[src/rtl/aes_round_ctrl.sv]
// aes_round_ctrl: iterative AES-128 round sequencer owning the cipher state and round counter.
// Drives one combinational round datapath per cycle and fetches round keys by index.
module aes_round_ctrl #(
    parameter int NR = 10
) (
    input  logic         clk,
    input  logic         rst_n,
    input  logic         in_valid,
    output logic         in_ready,
    input  logic [127:0] in_data,
    output logic [3:0]   rk_addr,
    input  logic [127:0] rk_data,
    output logic [127:0] rd_state,
    output logic         rd_last,
    input  logic [127:0] rd_result,
    output logic         out_valid,
    input  logic         out_ready,
    output logic [127:0] out_data,
    output logic         busy,
    output logic [3:0]   round
);
    localparam logic [3:0] LAST = 4'(NR);

    typedef enum logic [1:0] {IDLE, ROUND, DONE} fsm_t;

    fsm_t         fsm, fsm_nxt;
    logic [127:0] st, st_nxt;
    logic [3:0]   rnd, rnd_nxt;
    logic         at_last;

    assign at_last = rnd == LAST;

    always_ff @(posedge clk or negedge rst_n)
        if (!rst_n) begin
            fsm <= IDLE;
            st  <= '0;
            rnd <= '0;
        end else begin
            fsm <= fsm_nxt;
            st  <= st_nxt;
            rnd <= rnd_nxt;
        end

    // In IDLE the key store is addressed at 0, so rk_data is the whitening key.
    always_comb begin
        fsm_nxt = fsm;
        st_nxt  = st;
        rnd_nxt = rnd;
        case (fsm)
            IDLE: if (in_valid) begin
                fsm_nxt = ROUND;
                st_nxt  = in_data ^ rk_data;
                rnd_nxt = 4'd1;
            end
            ROUND: begin
                st_nxt  = rd_result;
                fsm_nxt = at_last ? DONE : ROUND;
                rnd_nxt = at_last ? rnd : rnd + 4'd1;
            end
            DONE: if (out_ready) begin
                fsm_nxt = IDLE;
                rnd_nxt = '0;
            end
            default: fsm_nxt = IDLE;
        endcase
    end

    always_comb begin
        in_ready  = fsm == IDLE;
        out_valid = fsm == DONE;
        busy      = fsm != IDLE;
        rk_addr   = fsm == ROUND ? rnd : 4'd0;
        rd_last   = fsm == ROUND && at_last;
        rd_state  = st;
        out_data  = st;
        round     = rnd;
    end
endmodule

[config.mk]
export PLATFORM = sky130hd
export DESIGN_NAME = aes_round_ctrl
export DESIGN_NICKNAME = d
export VERILOG_FILES = /design/src/rtl/aes_round_ctrl.sv
export SDC_FILE = /design/constraint.sdc
export NUM_CORES = 1
export LEC_CHECK = 0
export CELL_PAD_IN_SITES_DETAIL_PLACEMENT = 0
export CELL_PAD_IN_SITES_GLOBAL_PLACEMENT = 1
export CORE_AREA = 2 2 252 254
export DETAILED_ROUTE_END_ITERATION = 10
export DIE_AREA = 0 0 254 256
export PLACE_DENSITY = 0.52
export SKIP_CTS_REPAIR_TIMING = 1
export SLEW_MARGIN = 20
export SYNTH_ARGS = -nofsm -noshare
export SYNTH_HDL_FRONTEND = slang
export SYNTH_SLANG_ARGS = --single-unit
export TNS_END_PERCENT = 1
[constraint.sdc]
create_clock -name clk -period 1.6 [get_ports clk]
set_input_delay 0.32 -clock clk [delete_from_list [all_inputs] [get_ports clk]]
set_output_delay 0.32 -clock clk [all_outputs]
set_load 0.005 [all_outputs]
==> qor.csv <==
stage;metric;value;unit
outcome;outcome;finished with violations;
outcome;violated_checks;setup timing;
worst_setup_path;crit-reg2reg-capture;out_data[93];
synth;yosys.area.top_type_share;39.2;%
place;portBuffers;655;
timing;unrepaired_setup_endpoints_after_global_routing;true;
die;core;62400;µm²
global_route;antenna_found_initial;1;
die;floorplan.die.width;254;µm
worst_setup_path;critical_path.endpoint_type;output port;
synth;mapped_nets;1396;
timing;period_share;120;%
worst_setup_path;worst_r2r_startpoint;fsm[1];
timing;timing.hold.ws;0.396;ns
timing;clock.fmax;0.519;GHz
synth;synth-edff-count;0;
timing;timing.final.max_slew_violations;0;
cts;cts_htree_levels;4;
timing;worst_slack;-0.327;ns
cts;clock-root-buffer;sky130_fd_sc_hd__clkbuf_16;
worst_setup_path;crit_required;1.28;ns
cells_and_area;finish.net_count;1958;
synth;yosysUniqueCellTypes;34;
worst_setup_path;worstSetupPathType;reg -> out;
synth;syn-cell-area;8560;µm²
synth;synth_commonest_cells;sky130_fd_sc_hd__dfrtp_1, sky130_fd_sc_hd__a21oi_1, sky130_fd_sc_hd__buf_4, sky130_fd_sc_hd__nor2_1, sky130_fd_sc_hd__xnor2_1;
place;placed_cells;2389;
die;dieArea;65000;µm²
die;ios;656;
timing;setup_violations;120;
timing;worst_pin_slew;0.546;ns
detailed_routing;remaining_drc_errors;0;
timing;finClkSkew;0.00783;ns
worst_setup_path;worst-r2r-setup-slack;-0.24;ns
worst_hold_path;hold_path.class;in -> async;
cells_and_area;areaGrowthSynthToFinish;99.0;%
synth;count_of_yosys_warnings_during_synthesis;0;
cells_and_area;final-instance-count-excl-fill;2424;
worst_setup_path;critical-path-slowest-cell;sky130_fd_sc_hd__dfrtp_1;
run;maxCapViolations;0;
worst_setup_path;cp_top_family;buffers and inverters;
global_route;first_global_vias;9121;
worst_setup_path;arrival;1.61;ns
worst_setup_path;critical_path_peak_fanout;7;
synth;synth_area_leaders;sky130_fd_sc_hd__dfrtp_1, sky130_fd_sc_hd__xnor2_1, sky130_fd_sc_hd__buf_4;
global_route;global_route_wire_length_before_repair;54300;µm
global_route;use_met1;12.1;%
pwr;max_rail_drop_vdd;0.803;mV
worst_setup_path;cp_cell_sequence;inv_2, ha_4, buf_6, buf_6, and2_1, buf_2;
pwr;power_density;1570;nW/µm²
worst_setup_path;worst-r2r-cell-count;7;
synth;yosys.cell_count.top_type;sky130_fd_sc_hd__dfrtp_1;
detailed_routing;via_count;8648;
cells_and_area;final_cell_area;17000;µm²
timing;report.final.hold_viol_count;0;
global_route;maximum_number_of_pins_on_one_net_before_global_route_repair;61;
place;post_dp_cell_area;15600;µm²
synth;syn_avg_cell_area;8.53;µm²
worst_setup_path;kind_of_start_point_of_the_critical_path;register;
detailed_routing;iteration_count_of_the_initial_detailed_routing_pass;4;
place;globalplace.congestion;0.731;
cts;tritoncts;done;
timing;final.min_clock_period;1.93;ns
cells_and_area;layout-drive-gt1-share;13.8;%
synth;yosys_most_used_dff;sky130_fd_sc_hd__dfrtp_1;
cts;insertion_delay;0.46;ns
cts;tritoncts.num_buffers;17;
die;rows;92;
timing;maxSlewHeadroom;63.6;%
synth;syn-instance-count;1003;
global_route;gr-usage-all-layers;11.2;%
cts;ctsLongestPathBuffers;2;
detailed_routing;detail_route.wl_per_cell;15.6;µm
worst_setup_path;worst_path_most_repeated_cell;sky130_fd_sc_hd__buf_6;
timing;final.setup.tns;-16.30;ns
global_route;busiest_layer;met2;
global_route;grt_overflow_total;0;
detailed_routing;initialDrtViolationCount;315;
detailed_routing;route.detailed.vias_per_inst;3.57;
pwr;power_leakage;8.94;nW
synth;synth.yosys.seq_area_share;39.2;%
synth;synth-async-reset-ratio;100;%
synth;ys_ff_latch;134;
cells_and_area;filler_cell_count;6737;
cts;clk_pin_slew_worst_paths;0.06;ns
detailed_routing;drt.antenna.violating_nets;0;
global_route;grt.met2_usage;20.6;%
worst_setup_path;critPathMaxStageDelay;0.38;ns
die;starting_density;13.7;%
worst_setup_path;cp_num_buf_inv;4;
synth;post-synth-top-area-cell;sky130_fd_sc_hd__dfrtp_1;
die;die_h;256;µm
detailed_routing;drt-total-wl;37700;µm
global_route;met3_usage;3.46;%
place;place.detailed.hpwl;31400;µm
cts;clkSinkCount;134;
[area by class of cell]
class,count,area [µm²],area share [%]
Timing Repair Buffer,729,8020,47.1
Inverter,6,22.5,0.132
Antenna cell,1,2.50,0.0147
Sequential cell,134,3370,19.8
Clock inverter,13,183,1.07
Clock buffer,18,429,2.52
Tap cell,846,1060,6.21
Multi-Input combinational cell,677,3950,23.2
[routing by layer]
layer,wire [µm],vias to the layer above
li1,-,4306
met1,14600,3936
met2,19800,380
met3,2850,26
met4,507,0
met5,0,-
[where the power goes]
group | internal, mW | switching [mW] | total, mW
logic | 8.90 | 6.60 | 15.5
registers | 5.22 | 1.84 | 7.06
clock network | 2.58 | 1.61 | 4.19
total | 16.7 | 10.0 | 26.7
[metrics by stage]
stage	util (%)	setup WS, ns	power, mW
floorplan	-	-0.0687	15.0
global placement	25.1	-0.279	23.6
detailed placement	25.1	-0.270	23.8
CTS	26.0	-0.835	28.2
global route	27.3	-0.423	29.0
finish	27.3	-0.327	26.7
[sequential cells by signal, summed over array words and instances, names as in the netlist]
name and cells:
fsm 2, out_data 128, round 4
[cells in the final DEF (no fill, tap or decap), types with 4 or more instances in the layout]
cell                              instances
sky130_fd_sc_hd__a21oi_1                127
sky130_fd_sc_hd__a21oi_2                  4
sky130_fd_sc_hd__buf_12                  16
sky130_fd_sc_hd__buf_4                   43
sky130_fd_sc_hd__buf_6                   15
sky130_fd_sc_hd__bufinv_16                4
sky130_fd_sc_hd__clkbuf_16               17
sky130_fd_sc_hd__clkdlybuf4s50_1        386
sky130_fd_sc_hd__clkinvlp_4               4
sky130_fd_sc_hd__dfrtp_1                118
sky130_fd_sc_hd__dfrtp_2                 16
sky130_fd_sc_hd__dlymetal6s2s_1         263
sky130_fd_sc_hd__inv_1                    5
sky130_fd_sc_hd__nand2_1                 94
sky130_fd_sc_hd__nand2_2                 37
sky130_fd_sc_hd__nor2_1                 130
sky130_fd_sc_hd__o21ai_0                 83
sky130_fd_sc_hd__o21ai_1                  7
sky130_fd_sc_hd__o21ai_2                 40
sky130_fd_sc_hd__xnor2_1                128
[cell families (layout without fill, tap and decap cells)]
kind of cell               count (synthesis)  after routing  share of synthesized area [%]
muxes                                      2              2                          0.278
buffers and inverters                    192            766                           15.4
and+or+nand+nor                          275            275                           13.7
DFF                                      134            134                           39.2
other                                      0              1                              0
AOI/OAI and AO/OA                        267            267                           17.7
adders and majority gates                  5              5                          0.731
xor gates and xnor gates                 128            128                           13.1
[worst max-delay path by stage]
stage,from,slack (ns),endpoint,depth (start not counted)
6_report,fsm[1],-0.33,rk_addr[2],6
5_1_grt,fsm[1],-0.42,rd_last,5
4_1_cts,fsm[1],-0.84,rd_last,5
3_5_place_dp,fsm[1],-0.27,rd_last,5
3_3_place_gp,fsm[1],-0.28,rd_last,5
2_1_floorplan,fsm[1],-0.07,round[3],7
No activity file was read; power rests on OpenSTA's default activity.
